`src/rtl/shadow_chain_controller_if.sv`:
```
// Bundle of the chain-side and lane-side serial signals of the shadow chain crossbar.
// The master drives chains and lane enables; the slave is the controller.
interface shadow_chain_controller_if #(
    parameter int unsigned CHAINS_IN  = 5,
    parameter int unsigned CHAINS_OUT = 3
);
    logic [CHAINS_IN-1:0]  cin_ready;
    logic [CHAINS_IN-1:0]  cin_done;
    logic [CHAINS_IN-1:0]  cin;
    logic [CHAINS_IN-1:0]  cin_en;
    logic [CHAINS_OUT-1:0] cout_en;
    logic [CHAINS_OUT-1:0] cout;
    logic [CHAINS_OUT-1:0] cout_status;

    modport master (
        output cin_ready, cin_done, cin, cout_en,
        input  cin_en, cout, cout_status
    );

    modport slave (
        input  cin_ready, cin_done, cin, cout_en,
        output cin_en, cout, cout_status
    );
endinterface

```
`src/rtl/shadow_chain_controller.sv`:
```
// Fixed-priority crossbar granting free output lanes to ready shadow chains and
// passing the chain's serial bits straight through until the chain reports done.
module shadow_chain_controller #(
    parameter int unsigned CHAINS_IN  = 5,
    parameter int unsigned CHAINS_OUT = 3
) (
    input  logic                      i_clk,
    input  logic                      i_rst_n,
    shadow_chain_controller_if.slave  bus
);
    localparam int unsigned SEL_W = (CHAINS_IN > 1) ? $clog2(CHAINS_IN) : 1;

    localparam logic [0:0] IDLE   = 1'b0;
    localparam logic [0:0] STREAM = 1'b1;

    logic [0:0]            r_state [CHAINS_OUT];
    logic [SEL_W-1:0]      r_sel   [CHAINS_OUT];

    logic [CHAINS_OUT-1:0] w_busy;
    logic [CHAINS_OUT-1:0] w_last;
    logic [CHAINS_OUT-1:0] w_grant;
    logic [SEL_W-1:0]      w_gidx  [CHAINS_OUT];
    logic [CHAINS_IN-1:0]  w_held;
    logic [CHAINS_IN-1:0]  w_taken;

    // Lane datapath: purely combinational from lane state, so data adds no latency.
    always_comb begin
        w_busy          = '0;
        w_last          = '0;
        w_held          = '0;
        bus.cin_en      = '0;
        bus.cout        = '0;
        bus.cout_status = '0;
        for (int unsigned j = 0; j < CHAINS_OUT; j++) begin
            w_busy[j] = (r_state[j] == STREAM);
            if (w_busy[j]) begin
                bus.cout_status[j] = bus.cout_en[j];
                for (int unsigned i = 0; i < CHAINS_IN; i++) begin
                    if (r_sel[j] == SEL_W'(i)) begin
                        w_held[i]     = 1'b1;
                        bus.cin_en[i] = bus.cout_en[j];
                        bus.cout[j]   = bus.cin[i];
                        w_last[j]     = bus.cin_done[i] & bus.cout_en[j];
                    end
                end
            end
        end
    end

    // Grants see pre-edge ownership, so a chain releasing this cycle stays excluded;
    // each grant marks its chain taken before higher lanes are considered.
    always_comb begin
        w_taken = w_held;
        w_grant = '0;
        for (int unsigned j = 0; j < CHAINS_OUT; j++) begin
            w_gidx[j] = '0;
        end
        for (int unsigned j = 0; j < CHAINS_OUT; j++) begin
            if (!w_busy[j] && bus.cout_en[j]) begin
                for (int unsigned i = 0; i < CHAINS_IN; i++) begin
                    if (!w_grant[j] && bus.cin_ready[i] && !bus.cin_done[i] && !w_taken[i]) begin
                        w_grant[j] = 1'b1;
                        w_gidx[j]  = SEL_W'(i);
                        w_taken[i] = 1'b1;
                    end
                end
            end
        end
    end

    always_ff @(posedge i_clk or negedge i_rst_n) begin
        if (!i_rst_n) begin
            for (int unsigned j = 0; j < CHAINS_OUT; j++) begin
                r_state[j] <= IDLE;
                r_sel[j]   <= '0;
            end
        end else begin
            for (int unsigned j = 0; j < CHAINS_OUT; j++) begin
                case (r_state[j])
                    IDLE: begin
                        if (w_grant[j]) begin
                            r_state[j] <= STREAM;
                            r_sel[j]   <= w_gidx[j];
                        end
                    end
                    STREAM: begin
                        if (w_last[j]) begin
                            r_state[j] <= IDLE;
                        end
                    end
                    default: r_state[j] <= IDLE;
                endcase
            end
        end
    end
endmodule

```
`src/flat_wrapper.sv`:
```
// flat-port wrapper written by rule: the top's interface ports become plain ports
module shadow_chain_controller_flat 
#(
    parameter int unsigned CHAINS_IN  = 5,
    parameter int unsigned CHAINS_OUT = 3
)
  (i_clk, i_rst_n, bus_cin_ready, bus_cin_done, bus_cin, bus_cout_en, bus_cin_en, bus_cout, bus_cout_status);
  shadow_chain_controller_if #(.CHAINS_IN(CHAINS_IN), .CHAINS_OUT(CHAINS_OUT)) bus_i ();
  input  logic i_clk;
  input  logic i_rst_n;
  input wire logic [$bits(bus_i.cin_ready)-1:0] bus_cin_ready;
  input wire logic [$bits(bus_i.cin_done)-1:0] bus_cin_done;
  input wire logic [$bits(bus_i.cin)-1:0] bus_cin;
  input wire logic [$bits(bus_i.cout_en)-1:0] bus_cout_en;
  output wire logic [$bits(bus_i.cin_en)-1:0] bus_cin_en;
  output wire logic [$bits(bus_i.cout)-1:0] bus_cout;
  output wire logic [$bits(bus_i.cout_status)-1:0] bus_cout_status;
  assign bus_i.cin_ready = bus_cin_ready;
  assign bus_i.cin_done = bus_cin_done;
  assign bus_i.cin = bus_cin;
  assign bus_i.cout_en = bus_cout_en;
  assign bus_cin_en = bus_i.cin_en;
  assign bus_cout = bus_i.cout;
  assign bus_cout_status = bus_i.cout_status;
  shadow_chain_controller #(.CHAINS_IN(CHAINS_IN), .CHAINS_OUT(CHAINS_OUT)) u_core (.i_clk(i_clk), .i_rst_n(i_rst_n), .bus(bus_i));
endmodule
```
`config.mk`:
```
export PLATFORM = sky130hd
export DESIGN_NAME = shadow_chain_controller_flat
export DESIGN_NICKNAME = d
export VERILOG_FILES = /design/src/rtl/shadow_chain_controller_if.sv /design/src/rtl/shadow_chain_controller.sv /design/src/flat_wrapper.sv
export SDC_FILE = /design/constraint.sdc
export NUM_CORES = 1
export LEC_CHECK = 0
export CAP_MARGIN = 10
export CORE_UTILIZATION = 40
export DETAILED_ROUTE_END_ITERATION = 8
export GPL_TIMING_DRIVEN = 0
export PLACE_DENSITY = 0.66
export SLEW_MARGIN = 20
export SYNTH_ARGS = -nofsm -noshare
export SYNTH_HDL_FRONTEND = slang
export SYNTH_SLANG_ARGS = --single-unit
```
`constraint.sdc`:
```
create_clock -name i_clk -period 2.5 [get_ports i_clk]
set_clock_uncertainty 0.15 [all_clocks]
set_input_delay 0.25 -clock i_clk [delete_from_list [all_inputs] [get_ports i_clk]]
set_output_delay 0.25 -clock i_clk [all_outputs]
set_load 0.005 [all_outputs]
```
======== Word-level counts from Yosys, hierarchy flattened ========
Cells that the tools add are included.
W data, S select, Z words.
storage, ports and cells
  flip-flop bits (word level) ............. 12
  bits of input ports ..................... 20
  logic and storage cells ................. 261
cells by class
  eq/ne operators ......................... 12
  mux-type cells .......................... 141
  bitwise gates (word level) .............. 18
  reductions and logical operators ........ 84
operator list
  operator              count
  $mux W1               118
  $logic_and A1 B1 Y1   43
  $mux W5               8
  $logic_not A1 Y1      35
  $eq A3 B2 Y1 const B  6
  $mux W3               6
  $and A1 B1 Y1         15
  $mux W2               6
  $eq A3 B1 Y1 const B  3
  $eq A3 B3 Y1 const B  3
  $logic_not A3 Y1      3
  $pmux W1 S2           3
  $reduce_and A2 Y1     3
  $not A1 Y1            3

======== Depth between registers and ports, before layout ========
Gate-level depths: netlist (run 1).
  word-level depth ........................ 93
  gate-level depth with buffers ........... 9
  gate-level depth less buffers ........... 7

======== Worst setup path after synthesis (run 1) ========
Ideal clock, no wire load.
  kind .................................... flip-flop to flip-flop
  start ................................... reg u_core.r_sel[5] in the netlist's numbering
  end ..................................... reg u_core.r_sel[0] in the netlist's numbering
  data arrival time ....................... 2.212 ns
  required time ........................... 2.222 ns
  setup slack ............................. 0.010 ns
  stages on the path, launching flop included .. 9
  buffers on the path ..................... 1
  cells stage by stage .................... dfrtp_1 -> buf_6 -> or4b_4 -> a41oi_2 -> nand2_1 -> o21a_1 -> and2b_4 -> a22oi_2 -> mux2_1
between the ends
  cells in the longest elaborated chain, start to end .. 42
ends and longest elaborated chain
  element                                                  line                                                          RTL
  start, declared                                          shadow_chain_controller.sv:17                                 logic [SEL_W-1:0] r_sel [CHAINS_OUT];
  start signal, assigned by index                          shadow_chain_controller.sv:83                                 r_sel[j] <= w_gidx[j];
  $logic_not A3 Y1                                         shadow_chain_controller.sv:39                                 if (r_sel[j] == SEL_W'(i)) begin
  $mux W1                                                  shadow_chain_controller.sv:39
  $mux W5 (*)                                              shadow_chain_controller.sv:36                                 if (w_busy[j]) begin
  $mux W1                                                  shadow_chain_controller.sv:39
  $mux W5 (*)                                              shadow_chain_controller.sv:36
  $logic_not A1 Y1                                         shadow_chain_controller.sv:61                                 if (!w_grant[j] && bus.cin_ready[i] && !bus.cin_done[i] && !w_taken[i]) begin
  $logic_and A1 B1 Y1                                      shadow_chain_controller.sv:61
  $mux W1                                                  shadow_chain_controller.sv:61
  [... 26 more ...]                                        n/a
  $mux W1 or $logic_and A1 B1 Y1 (tied branches)           shadow_chain_controller.sv:59, shadow_chain_controller.sv:61
  $logic_not A1 Y1 or $mux W1 (tied branches)              shadow_chain_controller.sv:61
  $logic_and A1 B1 Y1 or $mux W5 (tied branches)           shadow_chain_controller.sv:61, shadow_chain_controller.sv:59
  $logic_and A1 B1 Y1 or $logic_not A1 Y1 (tied branches)  shadow_chain_controller.sv:61
  $logic_and A1 B1 Y1                                      shadow_chain_controller.sv:61
  $mux W1                                                  shadow_chain_controller.sv:61
  $mux W1                                                  shadow_chain_controller.sv:59                                 if (!w_busy[j] && bus.cout_en[j]) begin
  $reduce_and A2 Y1 (no source line)                       n/a
Mark *: on every way between the ends. The rest lies on a longest branch, timed or not. The select of a mux whose other input is x is not followed.
A chain may end at the register's enable or synchronous reset.

======== Final worst setup path (run 1) ========
  start ................................... reg u_core.r_sel[5] in the netlist's numbering
  end ..................................... reg u_core.r_sel[1] in the netlist's numbering
Same word-level chain as after synthesis.

==> results of run 1 <==
[cells by family (layout without fill, tap and decap cells)]
group                    Yosys count  after routing  synth area share, %
AND/OR/NAND/NOR                   92             92                 37.5
AO/OA/AOI/OAI                     57             57                 23.6
buffers and inverters             18             71                 8.26
flip-flops                        12             12                 18.5
multiplexers                       9              9                 10.9
adder cells (fa/ha/maj)            1              1                0.694
XOR/XNOR                           1              1                0.540
[flip-flops by register name (all words and copies together), names as in the netlist]
name	count
u_core.r_sel	9
u_core.r_state	3
[what timing repair did]
item / CTS / global route
setup buffers: 15 / 6
pin swaps: 11 / 10
resized for setup: 15 / 21
setup endpoints to repair: 5 / 10
[layer usage]
layer | part of all wire, % | vias up | track usage (%)
met1 | 44 | 824 | 35.5
met2 | 49 | 61 | 42.6
met5 | 0 | - | 0
met3 | 7.4 | 2 | 3.65
met4 | 0.27 | 0 | 3.26
li1 | - | 826 | -
[power breakdown]
| group | switching, mW | internal (mW) |
|---|---|---|
| logic | 0.863 | 0.921 |
| clock network | 0.0798 | 0.139 |
| registers | 0.114 | 0.290 |
[final cells by class]
type | instances | area (µm²)
sequential | 12 | 305
fill | 339 | 1470
inverter | 4 | 15.0
buffer | 13 | 119
tap | 48 | 60.1
timing repair buffer | 50 | 452
clock buffer | 4 | 55.1
multi-input combinational | 160 | 1290
[placed cells by master (no fill, tap or decap), types with 2 or more instances in the layout]
cell,count
nor2_2,2
and4bb_4,2
dfrtp_1,8
inv_1,4
a21boi_0,3
mux4_1,2
or4b_4,3
and2_1,2
nor2b_1,3
a211oi_2,2
clkdlybuf4s50_1,28
nor3_1,2
dfrtp_2,4
buf_6,8
a22o_1,3
and4_1,2
o21ai_2,4
nor2_1,19
clkbuf_8,4
nand2_1,19
nand4bb_1,3
mux2_4,2
nand2_2,2
nand2b_1,9
nand3_1,5
a21oi_1,16
a31oi_1,3
buf_4,22
o21ai_0,10
nand4b_1,4
o21ai_1,3
mux4_2,4
[worst max-delay path, delay by kind of cell, from the launching register on]
family	cells	cell delay [ns]
buffers and inverters	1	0.13
AND/OR/NAND/NOR	3	0.85
flip-flops	1	0.37
multiplexers	1	0.32
AO/OA/AOI/OAI	3	0.68
[how the worst max path moves through the flow]
stage,cells after the start,slack [ns],to,start
after floorplan,8,0.01,u_core.r_sel[0],u_core.r_sel[5]
after global placement,9,-0.32,u_core.r_sel[1],bus_cin_done[2]
after detailed placement,9,-0.33,u_core.r_sel[0],bus_cin_done[2]
after CTS,8,-0.08,u_core.r_sel[0],u_core.r_sel[2]
after global routing,8,-0.17,u_core.r_sel[1],u_core.r_sel[5]
final,8,-0.11,u_core.r_sel[1],u_core.r_sel[5]
[stage by stage]
stage | instance area, µm² | util (%) | setup slack [ns] | hold WS (ns) | setup TNS (ns)
2_1_floorplan | 1620 | - | 0.0104 | -0.196 | 0
3_3_place_gp | 1980 | 52.6 | -0.322 | 0.444 | -0.977
3_5_place_dp | 1980 | 52.6 | -0.333 | 0.452 | -1.03
4_1_cts | 2210 | 58.5 | -0.0798 | 0.253 | -0.121
5_1_grt | 2300 | 61.0 | -0.166 | 0.291 | -0.455
6_report | 2300 | 61.0 | -0.109 | 0.226 | -0.217
==> results.md, run 1 <==
* Share of layout cells above drive strength 1 at 34.2%
* Post-route setup slack at -0.109 ns
* Slowest cell on the critical path: or4b_4
* Slew HR at 60.5%
* Via-per-instance ratio at 5.89
* Final period util at 104%
* Status: finished with violations
* Placed insts at 268
* Aggregate global-route resource usage at 25.6%
* Main synth FF type: dfrtp_1
* Synthesized net count at 210
* Vias in the first global route at 1,615
* Leading area contributor after synthesis: dfrtp_1
* Arr. time, crit path at 2.58 ns
* DR vias at 1,713
* Synth unique cells at 59
* # setup viols final at 2
* Max-slew violation count at 0
* Critical R2R Launch: u_core.r_sel[5]
* Register-to-Register Path Depth at 8
* Seq/Total Area, Yosys at 18.5%
* Data required, critical path at 2.48 ns
* First-pass GRT wire length at 8.31 mm
* TritonRoute pass-1 iters at 4
* Hold Fails Final Rpt at 0
* Initial DRC Count at 93
* List of most frequent post-synthesis cells: nand2_1 (21), nor2_1 (21), a21oi_1 (16)
* Power Total at 2.41 mW
* Yosys reg bits at 12
* Yosys top cell area share at 18.5%
* R2r endpoint: u_core.r_sel[1]
* Largest net degree at the start of global routing at 13
* Clock transition at path regs at 0.06 ns
* Area of the mapped netlist at 0.00162 mm²
* Synth-to-Final Area Change at 41.9%
* I/O pins at 31
* Unrepaired setup endpoints after global routing: yes
* Worst VDD drop at 658 µV
* Die outline height at 65.7 µm
* Initial Util at 43.0%
* Startpoint Class: flip-flop
* CTS tree: yes
* Yosys warnings at 0
* Synthesized netlist cell count at 190
* Clk_lat worst skew at 0.25 ns
* Syn Area/Cell at 8.53 µm²
* Post-synth EDFFs at 0
* Slowest cell delay on critical path at 0.60 ns
* Worst hold-check path type: in -> async
* Setup slack, reg-to-reg at -0.11 ns
* Remaining DRCs at 0
* Bufs on Longest Clock Path at 2
* TritonCTS Buffers at 3
* # port buffers at 30
* Final instance count without filler cells at 291
* Die Area at 0.00431 mm²
* Die Width at 65.7 µm
* Fmax at 383 MHz
* Antenna violations before repair at 0
* Hold-fix buffers, CTS at 0
* Kind of critical path: reg -> reg
* Element type at the critical path end: flip-flop
* # diodes at 0
* Violations in the final reports: negative setup slack
* Total clock sinks at 12
* Crit-path max FO at 7
* DP Wirelength at 3.52 mm
* Maxcap violations at 0
* Final ANT Viol Nets at 0
* Gr ovfl total at 0
* Power Dens Cells at 1050 mW/mm²
* Worst-Margin Slew at 0.590 ns
* # rows at 22
* Number of nets in the final layout at 264
* Top cells by area, synth: dfrtp_1 (19%), buf_6 (5.6%), mux4_2 (5.6%)
* Async SR Flop Fraction at 100%
* Total Routed Length at 5.10 mm
* Cell Chain, Critical Path: buf_6 -> or4b_4 -> a41oi_4 -> nand2_1 -> o21a_1 -> and2b_4 -> a22oi_2 -> mux2_4
* GP Congestion at 0.848
* Root Buffer Master: clkbuf_8
* Pleak at 0.919 nW
* H-Tree Depth at 1
* Core Region at 0.00377 mm²
* DR WL/cell at 17.5 µm
* Min Tclk post-route at 2.61 ns
Note: power is estimated with default switching activity, not from simulation.
==> inputs of run 2 (changes only) <==
--- a/config.mk
+++ b/config.mk
@@ -7,6 +7,8 @@
 export LEC_CHECK = 0
 export CAP_MARGIN = 10
 export CORE_UTILIZATION = 40
+export CTS_CLUSTER_DIAMETER = 60
+export CTS_CLUSTER_SIZE = 24
 export DETAILED_ROUTE_END_ITERATION = 8
 export GPL_TIMING_DRIVEN = 0
 export PLACE_DENSITY = 0.66
@@ -14,3 +16,4 @@
 export SYNTH_ARGS = -nofsm -noshare
 export SYNTH_HDL_FRONTEND = slang
 export SYNTH_SLANG_ARGS = --single-unit
+export TNS_END_PERCENT = 10
==> results.md, run 2 (synthesized netlist as in run 1, its figures left out) <==
* Worst hold-check path type: in -> async
* Die Area at 0.00431 mm²
* Min Tclk post-route at 2.64 ns
* I/O pins at 31
* Violations in the final reports: negative setup slack
* Data required, critical path at 2.47 ns
* Die Width at 65.7 µm
* Remaining DRCs at 0
* Crit-path max FO at 5
* Cell Chain, Critical Path: buf_6 -> or4b_4 -> a41oi_4 -> nand2_1 -> o21a_1 -> and2b_4 -> a22oi_2 -> mux2_4
* Initial Util at 43.0%
* Antenna violations before repair at 0
* Power Total at 2.25 mW
* Clock transition at path regs at 0.06 ns
* Largest net degree at the start of global routing at 13
* Vias in the first global route at 1,523
* Core Region at 0.00377 mm²
* Slew HR at 60.6%
* Total Routed Length at 4.74 mm
* Most used routing layer: met2
* Max reg flops at 9
* Worst VDD drop at 567 µV
* CTS tree: yes
* # rows at 22
* Root Buffer Master: clkbuf_8
* Slowest cell delay on critical path at 0.60 ns
* Placed insts at 268
* Initial DRC Count at 105
* Share of layout cells above drive strength 1 at 28.2%
* First-pass GRT wire length at 7.82 mm
* Arr. time, crit path at 2.61 ns
* Hold Fails Final Rpt at 0
* Die outline height at 65.7 µm
* TritonCTS Buffers at 3
* Max-slew violation count at 0
* Bufs on Longest Clock Path at 2
* Worst-Margin Slew at 0.589 ns
* DR vias at 1,619
* Clk_lat worst skew at 0.25 ns
* M1 GR Usage at 35.4%
* # diodes at 0
* Final instance count without filler cells at 282
* H-Tree Depth at 1
* Number of nets in the final layout at 255
* Pleak at 0.862 nW
* GP Congestion at 0.848
* Element type at the critical path end: flip-flop
* Post-route setup slack at -0.136 ns
* Final ANT Viol Nets at 0
* DP Area at 0.00198 mm²
* # port buffers at 30
* Total clock sinks at 12
* Unrepaired setup endpoints after global routing: yes
* Post-layout util at 58.1%
* Power Dens Cells at 1030 mW/mm²
* Startpoint Class: flip-flop
* TritonRoute pass-1 iters at 4
* Hold-fix buffers, CTS at 0
* Most frequent cells in the layout: clkdlybuf4s50_1 (29), nor2_1 (21), nand2_1 (19)
* Met3 Usage GRT at 3.65%
* # setup viols final at 3
* Kind of critical path: reg -> reg
* Commonest non-fill, non-tap cell in the layout: clkdlybuf4s50_1
* Aggregate global-route resource usage at 24.1%
* Via-per-instance ratio at 5.74
* Fmax at 379 MHz
* Status: finished with violations
* Top Registers: u_core.r_sel (9), u_core.r_state (3)
* Synth-to-Final Area Change at 35.2%
* DP Wirelength at 3.52 mm
* Gr ovfl total at 0
* Maxcap violations at 0
* Slowest cell on the critical path: or4b_4
* M2 GR Usage at 37.5%
* Final Cell Area at 0.00219 mm²
* DR WL/cell at 16.8 µm
* Final period util at 105%
* Biggest register: u_core.r_sel
[run 2: cell count changes in the layout (fill, tap and decap cells not counted), moves of 2 or more]
cell	change
buf_4	-13
nor2_2	-2
nor2_1	+2
o21ai_1	+2
buf_2	+3
o21ai_2	-2
dfrtp_1	+2
dfrtp_2	-2
[run 2: where the power goes]
part	internal [mW]	leakage, nW	switching (mW)
logic	0.835	0.685	0.805
registers	0.287	0.148	0.106
clock network	0.139	0.0288	0.0793
[run 2: metal layers]
metal | routed length (µm) | vias to the layer above
met4 | 17 | 0
met1 | 2250 | 766
met2 | 2200 | 42
met3 | 269 | 2
met5 | 0 | -
li1 | - | 809
[run 2: per-stage QoR]
step / setup slack (ns) / hold slack, ns / setup TNS, ns
global route: -0.189 / 0.291 / -0.706
CTS: -0.103 / 0.254 / -0.276
global placement: -0.322 / 0.444 / -0.977
detailed placement: -0.333 / 0.452 / -1.03
finish: -0.136 / 0.227 / -0.348
floorplan: 0.0104 / -0.196 / 0
[run 2: final timing paths]
path                                   start                end  slack, ns  depth (start not counted)
max                          u_core.r_sel[3]    u_core.r_sel[1]      -0.14                          8
min in group i_clk         u_core.r_state[2]  u_core.r_state[2]       0.47                          3
max in group asynchronous            i_rst_n  u_core.r_state[1]       1.55                          1
max reg2reg                  u_core.r_sel[3]    u_core.r_sel[1]      -0.14                          8
min reg2reg                u_core.r_state[2]  u_core.r_state[2]       0.47                          3
min                                  i_rst_n  u_core.r_state[2]       0.23                          1
[run 2: layout make-up]
cell class / instances / area, µm²
Multi-Input combinational cell: 160 / 1260
Sequential cell: 12 / 303
Tap cell: 48 / 60.1
Fill cell: 349 / 1580
Inverter: 4 / 15.0
Clock buffer: 4 / 55.1
Timing Repair Buffer: 40 / 382
Buffer: 14 / 119
[run 2: repair_timing]
action                     4_1_cts  5_1_grt
buffers inserted                 3        7
pin swaps                        5        9
gates resized for setup          6       13
setup endpoints to repair        5       12
[run 2: critical path: cells and delay by family, from the launching register on]
family | cells | cell delay, ns
muxes | 1 | 0.32
AOI/OAI and AO/OA | 3 | 0.69
DFF | 1 | 0.37
and+or+nand+nor | 3 | 0.85
buffers and inverters | 1 | 0.13
